## config.mk

```make
export PLATFORM = sky130hd
export DESIGN_NAME = iir_tap_loader
export DESIGN_NICKNAME = d
export VERILOG_FILES = /design/src/rtl/iir_tap_loader_pkg.sv /design/src/rtl/tap_stream_channel.sv /design/src/rtl/iir_tap_loader.sv
export SDC_FILE = /design/constraint.sdc
export NUM_CORES = 1
export LEC_CHECK = 0
export CAP_MARGIN = 20
export CORE_ASPECT_RATIO = 0.6
export CORE_MARGIN = 2
export CORE_UTILIZATION = 40
export CTS_CLUSTER_DIAMETER = 80
export DETAILED_ROUTE_END_ITERATION = 12
export GPL_ROUTABILITY_DRIVEN = 0
export PLACE_DENSITY = 0.68
export SYNTH_ARGS = -nofsm -noshare
export SYNTH_HDL_FRONTEND = slang
export SYNTH_HIERARCHICAL = 1
export SYNTH_SLANG_ARGS = --single-unit
```

## constraint.sdc

```tcl
create_clock -name clk -period 4.85 [get_ports clk]
set_input_delay 0.97 -clock clk [delete_from_list [all_inputs] [get_ports clk]]
set_output_delay 0.97 -clock clk [all_outputs]
set_load 0.01 [all_outputs]
```

## src/rtl/iir_tap_loader_pkg.sv

```systemverilog
// Shared types and address helpers for the IIR tap loader.
// Shadow map: 0..G-1 hold b taps, G..2G-1 hold a taps.
package iir_tap_loader_pkg;

  typedef logic [31:0] float_t;

  typedef enum logic [1:0] {
    ST_IDLE,
    ST_FLUSH,
    ST_STREAM,
    ST_WAIT_DONE
  } state_t;

  function automatic int unsigned b_addr(
    input int unsigned i
  );
    return i;
  endfunction

  function automatic int unsigned a_addr(
    input int unsigned i,
    input int unsigned g
  );
    return g + i;
  endfunction

endpackage

```

## src/rtl/tap_stream_channel.sv

```systemverilog
// One valid/ready tap stream: index counter, valid, data register, finished.
// Ports: start, abort, taps[], ready in; data, valid, finished out.
module tap_stream_channel
  import iir_tap_loader_pkg::*;
#(
  parameter int G_DEGREE = 3
) (
  input  logic   clk,
  input  logic   reset,
  input  logic   start,
  input  logic   abort,
  input  float_t taps [G_DEGREE],
  input  logic   ready,
  output float_t data,
  output logic   valid,
  output logic   finished
);

  localparam int IW = (G_DEGREE > 1) ? $clog2(G_DEGREE) : 1;

  logic [IW-1:0] idx_q, idx_d;
  float_t        data_q, data_d;
  logic          valid_q, valid_d;
  logic          fin_q, fin_d;
  logic          last_hs;

  assign last_hs = valid_q && ready
                && (idx_q == IW'(G_DEGREE - 1));

  always_comb begin
    idx_d   = idx_q;
    data_d  = data_q;
    valid_d = valid_q;
    fin_d   = fin_q;
    if (abort) begin
      valid_d = 1'b0;
    end else if (start) begin
      idx_d   = '0;
      data_d  = taps[0];
      valid_d = 1'b1;
      fin_d   = 1'b0;
    end else if (last_hs) begin
      valid_d = 1'b0;
      fin_d   = 1'b1;
    end else if (valid_q && ready) begin
      idx_d  = idx_q + 1'b1;
      data_d = taps[idx_q + 1'b1];
    end
  end

  always_ff @(posedge clk) begin
    if (reset) begin
      idx_q   <= '0;
      data_q  <= '0;
      valid_q <= 1'b0;
      fin_q   <= 1'b0;
    end else begin
      idx_q   <= idx_d;
      data_q  <= data_d;
      valid_q <= valid_d;
      fin_q   <= fin_d;
    end
  end

  // Finishing counts on the final handshake edge itself.
  assign finished = fin_q || last_hs;
  assign data     = data_q;
  assign valid    = valid_q;

endmodule

```

## src/rtl/iir_tap_loader.sv

```systemverilog
// Shadows b/a float32 taps, flushes the filter and streams both tap sets.
// Ports: cfg write/commit/status, iir_enable, b/a valid-ready-done streams.
// Optional readback port set: define IIR_TAP_LOADER_READBACK_EN.
module iir_tap_loader
  import iir_tap_loader_pkg::*;
#(
  parameter int G_DEGREE          = 3,
  parameter int ENABLE_LOW_CYCLES = 2,
  parameter int DONE_TIMEOUT      = 64
) (
  input  logic                          clk,
  input  logic                          reset,
  input  logic                          cfg_wr_en,
  input  logic [$clog2(2*G_DEGREE)-1:0] cfg_wr_addr,
  input  logic [31:0]                   cfg_wr_data,
  input  logic                          cfg_commit,
  output logic                          cfg_busy,
  output logic                          cfg_loaded,
  output logic                          cfg_wr_dropped,
  output logic                          load_error,
  output logic                          iir_enable,
  output logic [31:0]                   b_tap,
  output logic                          b_tap_valid,
  input  logic                          b_tap_ready,
  input  logic                          b_tap_done,
  output logic [31:0]                   a_tap,
  output logic                          a_tap_valid,
  input  logic                          a_tap_ready,
  input  logic                          a_tap_done
`ifdef IIR_TAP_LOADER_READBACK_EN
  ,
  input  logic                          cfg_rd_en,
  input  logic [$clog2(2*G_DEGREE)-1:0] cfg_rd_addr,
  output logic [31:0]                   cfg_rd_data,
  output logic                          cfg_rd_valid
`endif
);

  localparam int FW = $clog2(ENABLE_LOW_CYCLES + 1);
  localparam int TW = $clog2(DONE_TIMEOUT + 1);

  state_t        state_q, state_d;
  logic [FW-1:0] flush_q, flush_d;
  logic [TW-1:0] tmo_q, tmo_d;
  logic          pending_q, pending_d;
  logic          enable_q, enable_d;
  logic          busy_q, busy_d;
  logic          loaded_q, loaded_d;
  logic          error_q, error_d;
  logic          dropped_q, dropped_d;
  float_t        shadow_b_q [G_DEGREE];
  float_t        shadow_b_d [G_DEGREE];
  float_t        shadow_a_q [G_DEGREE];
  float_t        shadow_a_d [G_DEGREE];
  logic          start;
  logic          timeout;
  logic          b_fin;
  logic          a_fin;

  assign start = (state_q == ST_FLUSH)
              && (flush_q == FW'(ENABLE_LOW_CYCLES - 1));

  always_comb begin
    state_d    = state_q;
    flush_d    = flush_q;
    tmo_d      = tmo_q;
    pending_d  = pending_q;
    enable_d   = enable_q;
    busy_d     = busy_q;
    loaded_d   = loaded_q;
    error_d    = error_q;
    dropped_d  = dropped_q;
    shadow_b_d = shadow_b_q;
    shadow_a_d = shadow_a_q;
    timeout    = 1'b0;

    // Writes land before a same-cycle commit; the FSM streams later.
    if (cfg_wr_en) begin
      if (state_q == ST_IDLE) begin
        for (int i = 0; i < G_DEGREE; i++) begin
          if (32'(cfg_wr_addr) == b_addr(i))
            shadow_b_d[i] = cfg_wr_data;
          if (32'(cfg_wr_addr) == a_addr(i, G_DEGREE))
            shadow_a_d[i] = cfg_wr_data;
        end
      end else begin
        dropped_d = 1'b1;
      end
    end

    if (cfg_commit && (state_q != ST_IDLE))
      pending_d = 1'b1;

    unique case (state_q)
      ST_IDLE: begin
        if (cfg_commit || pending_q) begin
          state_d   = ST_FLUSH;
          flush_d   = '0;
          enable_d  = 1'b0;
          busy_d    = 1'b1;
          loaded_d  = 1'b0;
          error_d   = 1'b0;
          dropped_d = 1'b0;
          pending_d = 1'b0;
        end
      end
      ST_FLUSH: begin
        flush_d = flush_q + 1'b1;
        if (start) begin
          state_d  = ST_STREAM;
          tmo_d    = '0;
          enable_d = 1'b1;
        end
      end
      ST_STREAM: begin
        tmo_d = tmo_q + 1'b1;
        if (tmo_d == TW'(DONE_TIMEOUT))
          timeout = 1'b1;
        else if (b_fin && a_fin)
          state_d = ST_WAIT_DONE;
      end
      ST_WAIT_DONE: begin
        tmo_d = tmo_q + 1'b1;
        if (b_tap_done && a_tap_done) begin
          state_d  = ST_IDLE;
          busy_d   = 1'b0;
          loaded_d = 1'b1;
        end else if (tmo_d == TW'(DONE_TIMEOUT)) begin
          timeout = 1'b1;
        end
      end
      default: state_d = ST_IDLE;
    endcase

    if (timeout) begin
      state_d  = ST_IDLE;
      error_d  = 1'b1;
      enable_d = 1'b0;
      busy_d   = 1'b0;
      loaded_d = 1'b0;
    end
  end

  always_ff @(posedge clk) begin
    if (reset) begin
      state_q    <= ST_IDLE;
      flush_q    <= '0;
      tmo_q      <= '0;
      pending_q  <= 1'b0;
      enable_q   <= 1'b0;
      busy_q     <= 1'b0;
      loaded_q   <= 1'b0;
      error_q    <= 1'b0;
      dropped_q  <= 1'b0;
      shadow_b_q <= '{default: '0};
      shadow_a_q <= '{default: '0};
    end else begin
      state_q    <= state_d;
      flush_q    <= flush_d;
      tmo_q      <= tmo_d;
      pending_q  <= pending_d;
      enable_q   <= enable_d;
      busy_q     <= busy_d;
      loaded_q   <= loaded_d;
      error_q    <= error_d;
      dropped_q  <= dropped_d;
      shadow_b_q <= shadow_b_d;
      shadow_a_q <= shadow_a_d;
    end
  end

  tap_stream_channel #(.G_DEGREE(G_DEGREE)) u_b_chan (
    .clk      (clk),
    .reset    (reset),
    .start    (start),
    .abort    (timeout),
    .taps     (shadow_b_q),
    .ready    (b_tap_ready),
    .data     (b_tap),
    .valid    (b_tap_valid),
    .finished (b_fin)
  );

  tap_stream_channel #(.G_DEGREE(G_DEGREE)) u_a_chan (
    .clk      (clk),
    .reset    (reset),
    .start    (start),
    .abort    (timeout),
    .taps     (shadow_a_q),
    .ready    (a_tap_ready),
    .data     (a_tap),
    .valid    (a_tap_valid),
    .finished (a_fin)
  );

  assign cfg_busy       = busy_q;
  assign cfg_loaded     = loaded_q;
  assign cfg_wr_dropped = dropped_q;
  assign load_error     = error_q;
  assign iir_enable     = enable_q;

`ifdef IIR_TAP_LOADER_READBACK_EN
  float_t rd_data_q, rd_data_d;
  logic   rd_valid_q, rd_valid_d;

  // Reads see the pre-write shadow value.
  always_comb begin
    rd_valid_d = cfg_rd_en;
    rd_data_d  = rd_data_q;
    if (cfg_rd_en) begin
      rd_data_d = '0;
      for (int i = 0; i < G_DEGREE; i++) begin
        if (32'(cfg_rd_addr) == b_addr(i))
          rd_data_d = shadow_b_q[i];
        if (32'(cfg_rd_addr) == a_addr(i, G_DEGREE))
          rd_data_d = shadow_a_q[i];
      end
    end
  end

  always_ff @(posedge clk) begin
    if (reset) begin
      rd_data_q  <= '0;
      rd_valid_q <= 1'b0;
    end else begin
      rd_data_q  <= rd_data_d;
      rd_valid_q <= rd_valid_d;
    end
  end

  assign cfg_rd_data  = rd_data_q;
  assign cfg_rd_valid = rd_valid_q;
`endif

endmodule

```

### After elaboration in Yosys (flattened, before gate mapping)

Cells that the tools add are included.

* latch bits: 0
* memories: 0
* RAM bits: 0
* word-level logic and storage cells: 148
* input bits: 43
* output and inout port bits: 71
* bits in registers: 281
* bits in read-only memories: 0

* div/mod/pow operators: 0
* $add $sub $neg: 4
* multipliers: 0
* order comparisons: 2
* mux-type cells: 56
* bitwise operators: 3
* reductions and logical operators: 41
* shifts and indexed selects: 0
* eq/ne operators: 19

Operator list (number)
* 2-to-1 mux 32 bit: 10
* binary-select mux 32 bit (select 2 bit): 2
* AND reduction 3 bit: 10
* 2-to-1 mux 1 bit: 24
* 2-to-1 mux 2 bit: 12
* nonzero test 2 bit: 10
* case mux 7 bit (2 select lines): 1
* inequality test 2 bit, second input constant: 6
* AND reduction 2 bit: 5
* == test 2 bit, second input constant: 4
* logical AND 1 bit: 8
* case mux 1 bit (2 select lines): 4
* case mux 2 bit (4 select lines): 1
* adder 7 x 1 -> 7 bit, second input constant: 1
* == test 7 bit, second input constant: 1
* 2-to-1 mux 7 bit: 1
* adder 2 x 1 -> 2 bit, second input constant: 3
* == test 3 x 2 -> 1 bit, second input constant: 2
* == test 3 bit, second input constant: 2
* greater-or-equal comparator 3 bit, second input constant: 2
* NOT 2 -> 3 bit: 2
* AND reduction 5 bit: 1
* == test 2 x 1 -> 1 bit, second input constant: 2
* case mux 2 bit (2 select lines): 1
* 7 further kinds: 10

### Longest topological paths before layout

* word-level depth: 8
* gate-level depth with buffers: 11
* depth with buffers taken out: 8

### Cells and area by module

The synthesis kept the hierarchy.

By module, submodules not included
* iir_tap_loader: seq. area each 4184.0 µm², instances 1, area each 7613.6 µm², cells an instance 970
* tap_stream_channel: seq. area each 720.7 µm², instances 2, area each 2512.4 µm², cells an instance 286

### Worst setup path before layout

OpenSTA, ideal clock, no wires.

* kind: input port to flip-flop
* start point: input b_tap_done
* end point: register u_a_chan.data_q[0] (netlist: u_a_chan/data[0])
* setup time: 0.089 ns
* arrival time: 2.723 ns
* stages: 9
* path slack: 2.039 ns
* required time: 4.761 ns
* path through: a21boi_0 o211ai_1 nor2_1 nor4bb_1 buf_2 or2_1 buf_2 buf_6 a311oi_2

* word-level cells in the longest chain between the ends: 5

RTL lines
* from (decl): line iir_tap_loader.sv:25 `input logic b_tap_done,`
* logical AND 1 bit: line iir_tap_loader.sv:124 `if (b_tap_done && a_tap_done) begin`
* 2-to-1 mux 1 bit: line iir_tap_loader.sv:124
* case mux 1 bit (2 select lines): line iir_tap_loader.sv:94 `unique case (state_q)`
* NOT 1 bit (no line)
* AND reduction 3 bit (no line)
* to (signal assigned): line tap_stream_channel.sv:59 `data_q <= data_d;`
* to (decl): line tap_stream_channel.sv:22 `float_t data_q, data_d;`

Every way passes these cells.
A chain may end at the register's enable or synchronous reset.

### Worst setup path after layout

* start point: input b_tap_done
* end point: register u_a_chan.data_q[6] (netlist: u_a_chan/data[6])

Same word-level chain as after synthesis.

==> results.cfg <==
[yosys]
syn-num-nets = 1594
synth-seq-cells = 281
synth-edff-count = 0
ys.flop_type = dfxtp_1
synthArstFlopShare_pct = 0
synth_warnings = 6
yosysSeqAreaShare_pct = 44.5
synth_cell_types = 51
syn_area_um2 = 12600
syn_inst = 1542
syn_avg_cell_area_um2 = 8.20

[drt]
wl_met3_mm = 2.44
wl_met1_mm = 16.7
top_layer = met4
via_per_inst = 5.57
vias = 11200
ant_nets = 0
dr_wl_met2_mm = 17.1
firstDrtPassIters = 5
wl_mm = 37.1
detail_route.wl_per_cell_um = 18.5
drt_iter0_drc = 902
drc_errors = 0

[worst_setup_path]
critPathTopFamily = buffers and inverters
start_kind = input pin
arrival_ns = 3.56
r2r-start = tmo_q[0]
path_common_cell = buf_4
reg2reg_slack_ns = 1.78
cp.depth = 9
required_ns = 5.29
r2r-end = u_a_chan/data[6]
crit_end = u_a_chan/data[6]
crit_path_end_kind = flop
max_stage_delay_ns = 0.50
cp-startpoint = b_tap_done
crit_fanout = 32
crit_buf_inv = 3
r2r_cells = 9
critPathSlowestCell = nor2_1
cp_cell_sequence = clkdlybuf4s50_1 > a21boi_0 > o211ai_1 > nor2_1 > buf_4 > nor2b_2 > or2_1 > buf_4 > a311oi_1
critPathKind = input pin to flop

[pwr]
netSwitchingFraction_pct = 28.6
power.switching_uw = 1630
clkPwrFrac_pct = 35.6
p_leak_uw = 0.00452
seqPwrFrac_pct = 45.1
p_int_uw = 4060
p_per_area_nw_per_um2 = 385
peakVddDrop_v = 0.000237
comb_power_share_pct = 19.3

[clock_network]
holdBufCountCts = 0
cts_max_level = 1
cts_buffers = 27
clk_pin_slew_ns = 0.06
cts_max_path_buffers = 3
clk_latency_ns = 0.55
root_buffer = clkbuf_16
cts_tree = yes
cts.sinks = 281
post_cts_buffers = 0
ctsResizeCount = 0

[die]
die_h_um = 142
initial_core_util_pct = 40.6
dieArea_um2 = 33100
boundaryPins = 114
rows = 50
core_um2 = 31200
dieWidth_um = 233

[global_route]
grt_pass1_wl_mm = 58.5
globalRouteOverflowTotal = 0
grt_max_degree = 141
antenna_found_initial = 1
grt_util_all_layers_pct = 22.1
grt_pass1_vias = 10700

[sta]
finClkSkew_ns = 0.0159
slew_headroom_pct = 33.6
fin_crit_sh_pct = 64.2
finalSetupViolations = 0
tns_ns = 0
fin_crit_ns = 3.11
maxSlewViolCount = 0
rsz0062_at_grt = false
fmax_mhz = 321
hold_violations = 0
tightest_slew_ns = 0.995

[final_layout]
final_cells = 2004
fin_nets = 1626
syn_to_final_growth_pct = 17.0
drive_above_1_share_pct = 9.58

[placement]
numPlacedInstances = 1961
numPortBuffers = 113
dp_hpwl_mm = 22.7

[status]
status = finished, final reports clean

[job]
cap_violations = 0

[hold_path]
min_path_type = flop to flop
## cells in the final DEF, fill, tap and decap left out, types with 3 or more instances in the layout
cell type        Yosys  routed
nand2_1            457     457
nor3_1              72      72
o21ai_0              8       8
or4_1                3       3
inv_1               10      10
clkbuf_16            0      27
nor2_1              19      19
nor4b_4              0       3
ha_1                 9       9
clkdlybuf4s50_1      0     112
dfxtp_1            281     281
buf_4                0      31
a311oi_2            60      60
a21oi_1            211     211
nand3b_1           134     134
or3_1                3       3
and3_1               3       3
clkbuf_8             0       5
mux2i_1              3       3
nand3_1              6       4
clkbuf_1            90       6
a21o_1              66      66
o22ai_1              4       4
nand2b_1             3       3
a311oi_1             4       4
or2_2                4       4
## worst min-delay path: stages (launching register included)
cell and delay (ns):
dfxtp_1 0.31, nand2_1 0.05, a21oi_1 0.05
## routing by layer
metal	track usage [%]	up-vias
li1	-	5366
met1	30.4	5399
met2	36.2	348
met3	3.62	56
met4	5.70	0
met5	0	-
## Yosys cell counts (3+ instances only)
cell,count,share of area [%]
dfxtp_1,281,45
buf_2,38,1.5
a311oi_1,4,0.28
nor2b_1,4,0.20
inv_1,10,0.30
buf_6,8,0.71
nor4b_2,3,0.36
mux2i_1,3,0.24
a311oi_2,60,7.1
a21oi_1,211,8.4
or4_1,3,0.18
or2_2,4,0.20
clkbuf_1,90,2.7
o21ai_0,8,0.32
nand2_1,457,14
a21o_1,66,3.9
o22ai_1,4,0.20
ha_1,9,0.89
nor3_1,72,2.9
nor2_1,19,0.56
nand2b_1,3,0.15
or3_1,3,0.15
nand3_1,6,0.24
and3_1,3,0.15
nand3b_1,134,8.0
clkbuf_2,3,0.12
## power by group through the flow
| stage | Combinational (µW) | Sequential [µW] | Clock [µW] |
|---|---|---|---|
| 6_report | 1100 | 2570 | 2030 |
| 5_1_grt | 1200 | 2590 | 2160 |
| 4_1_cts | 1100 | 2570 | 2070 |
| 3_5_place_dp | 1100 | 2620 | 0 |
| 3_3_place_gp | 1070 | 2620 | 0 |
| 2_1_floorplan | 653 | 2630 | 0 |
## cell families (layout without fill, tap and decap cells)
| group | count (synthesis) | count (layout) | synth area share, % |
|---|---|---|---|
| AO/OA/AOI/OAI | 372 | 372 | 21.5 |
| adder cells (fa/ha/maj) | 9 | 9 | 0.891 |
| buffers and inverters | 151 | 196 | 5.37 |
| flip-flops | 281 | 281 | 44.5 |
| multiplexers | 3 | 3 | 0.238 |
| other | 0 | 1 | 0 |
| AND/OR/NAND/NOR | 726 | 726 | 27.5 |
## worst min-delay path by stage
stage          cells past startpoint             end           start
3_3_place_gp                       2  shadow_b_q[46]  shadow_b_q[46]
5_1_grt                            2  shadow_b_q[40]  shadow_b_q[40]
2_1_floorplan                      2  shadow_a_q[32]  shadow_a_q[32]
4_1_cts                            2  shadow_a_q[86]  shadow_a_q[86]
3_5_place_dp                       2  shadow_a_q[86]  shadow_a_q[86]
6_report                           2  shadow_b_q[67]  shadow_b_q[67]
## final cells by class
class                      count  area (µm²)
inverter                      10        37.5
multi-input combinational   1110        6420
timing repair buffer         144        1370
fill                        2990       16400
clock buffer                  38         767
antenna                        1        2.50
tap                          416         520
clock inverter                 4        47.5
sequential                   281        5630
## flip-flops by register name, summed over array words and instances (netlist names), 2 cells and up
register	cells
state_q	2
flush_q	2
u_a_chan/idx_q	2
tmo_q	7
shadow_a_q	96
u_b_chan/data	32
u_a_chan/data	32
u_b_chan/idx_q	2
shadow_b_q	96
## through the flow
| step | utilization [%] | cell area [µm²] | hold slack (ns) | setup WS (ns) | total power, µW |
|---|---|---|---|---|---|
| after floorplan | - | 12600 | 0.436 | 2.04 | 3280 |
| after global placement | 44.8 | 14000 | 0.441 | 1.22 | 3690 |
| after detailed placement | 44.8 | 14000 | 0.447 | 1.19 | 3720 |
| after CTS | 47.4 | 14800 | 0.455 | 1.77 | 5750 |
| after global routing | 47.5 | 14800 | 0.467 | 1.60 | 5950 |
| final | 47.5 | 14800 | 0.455 | 1.74 | 5690 |
Power figures use the tool's default switching activity.
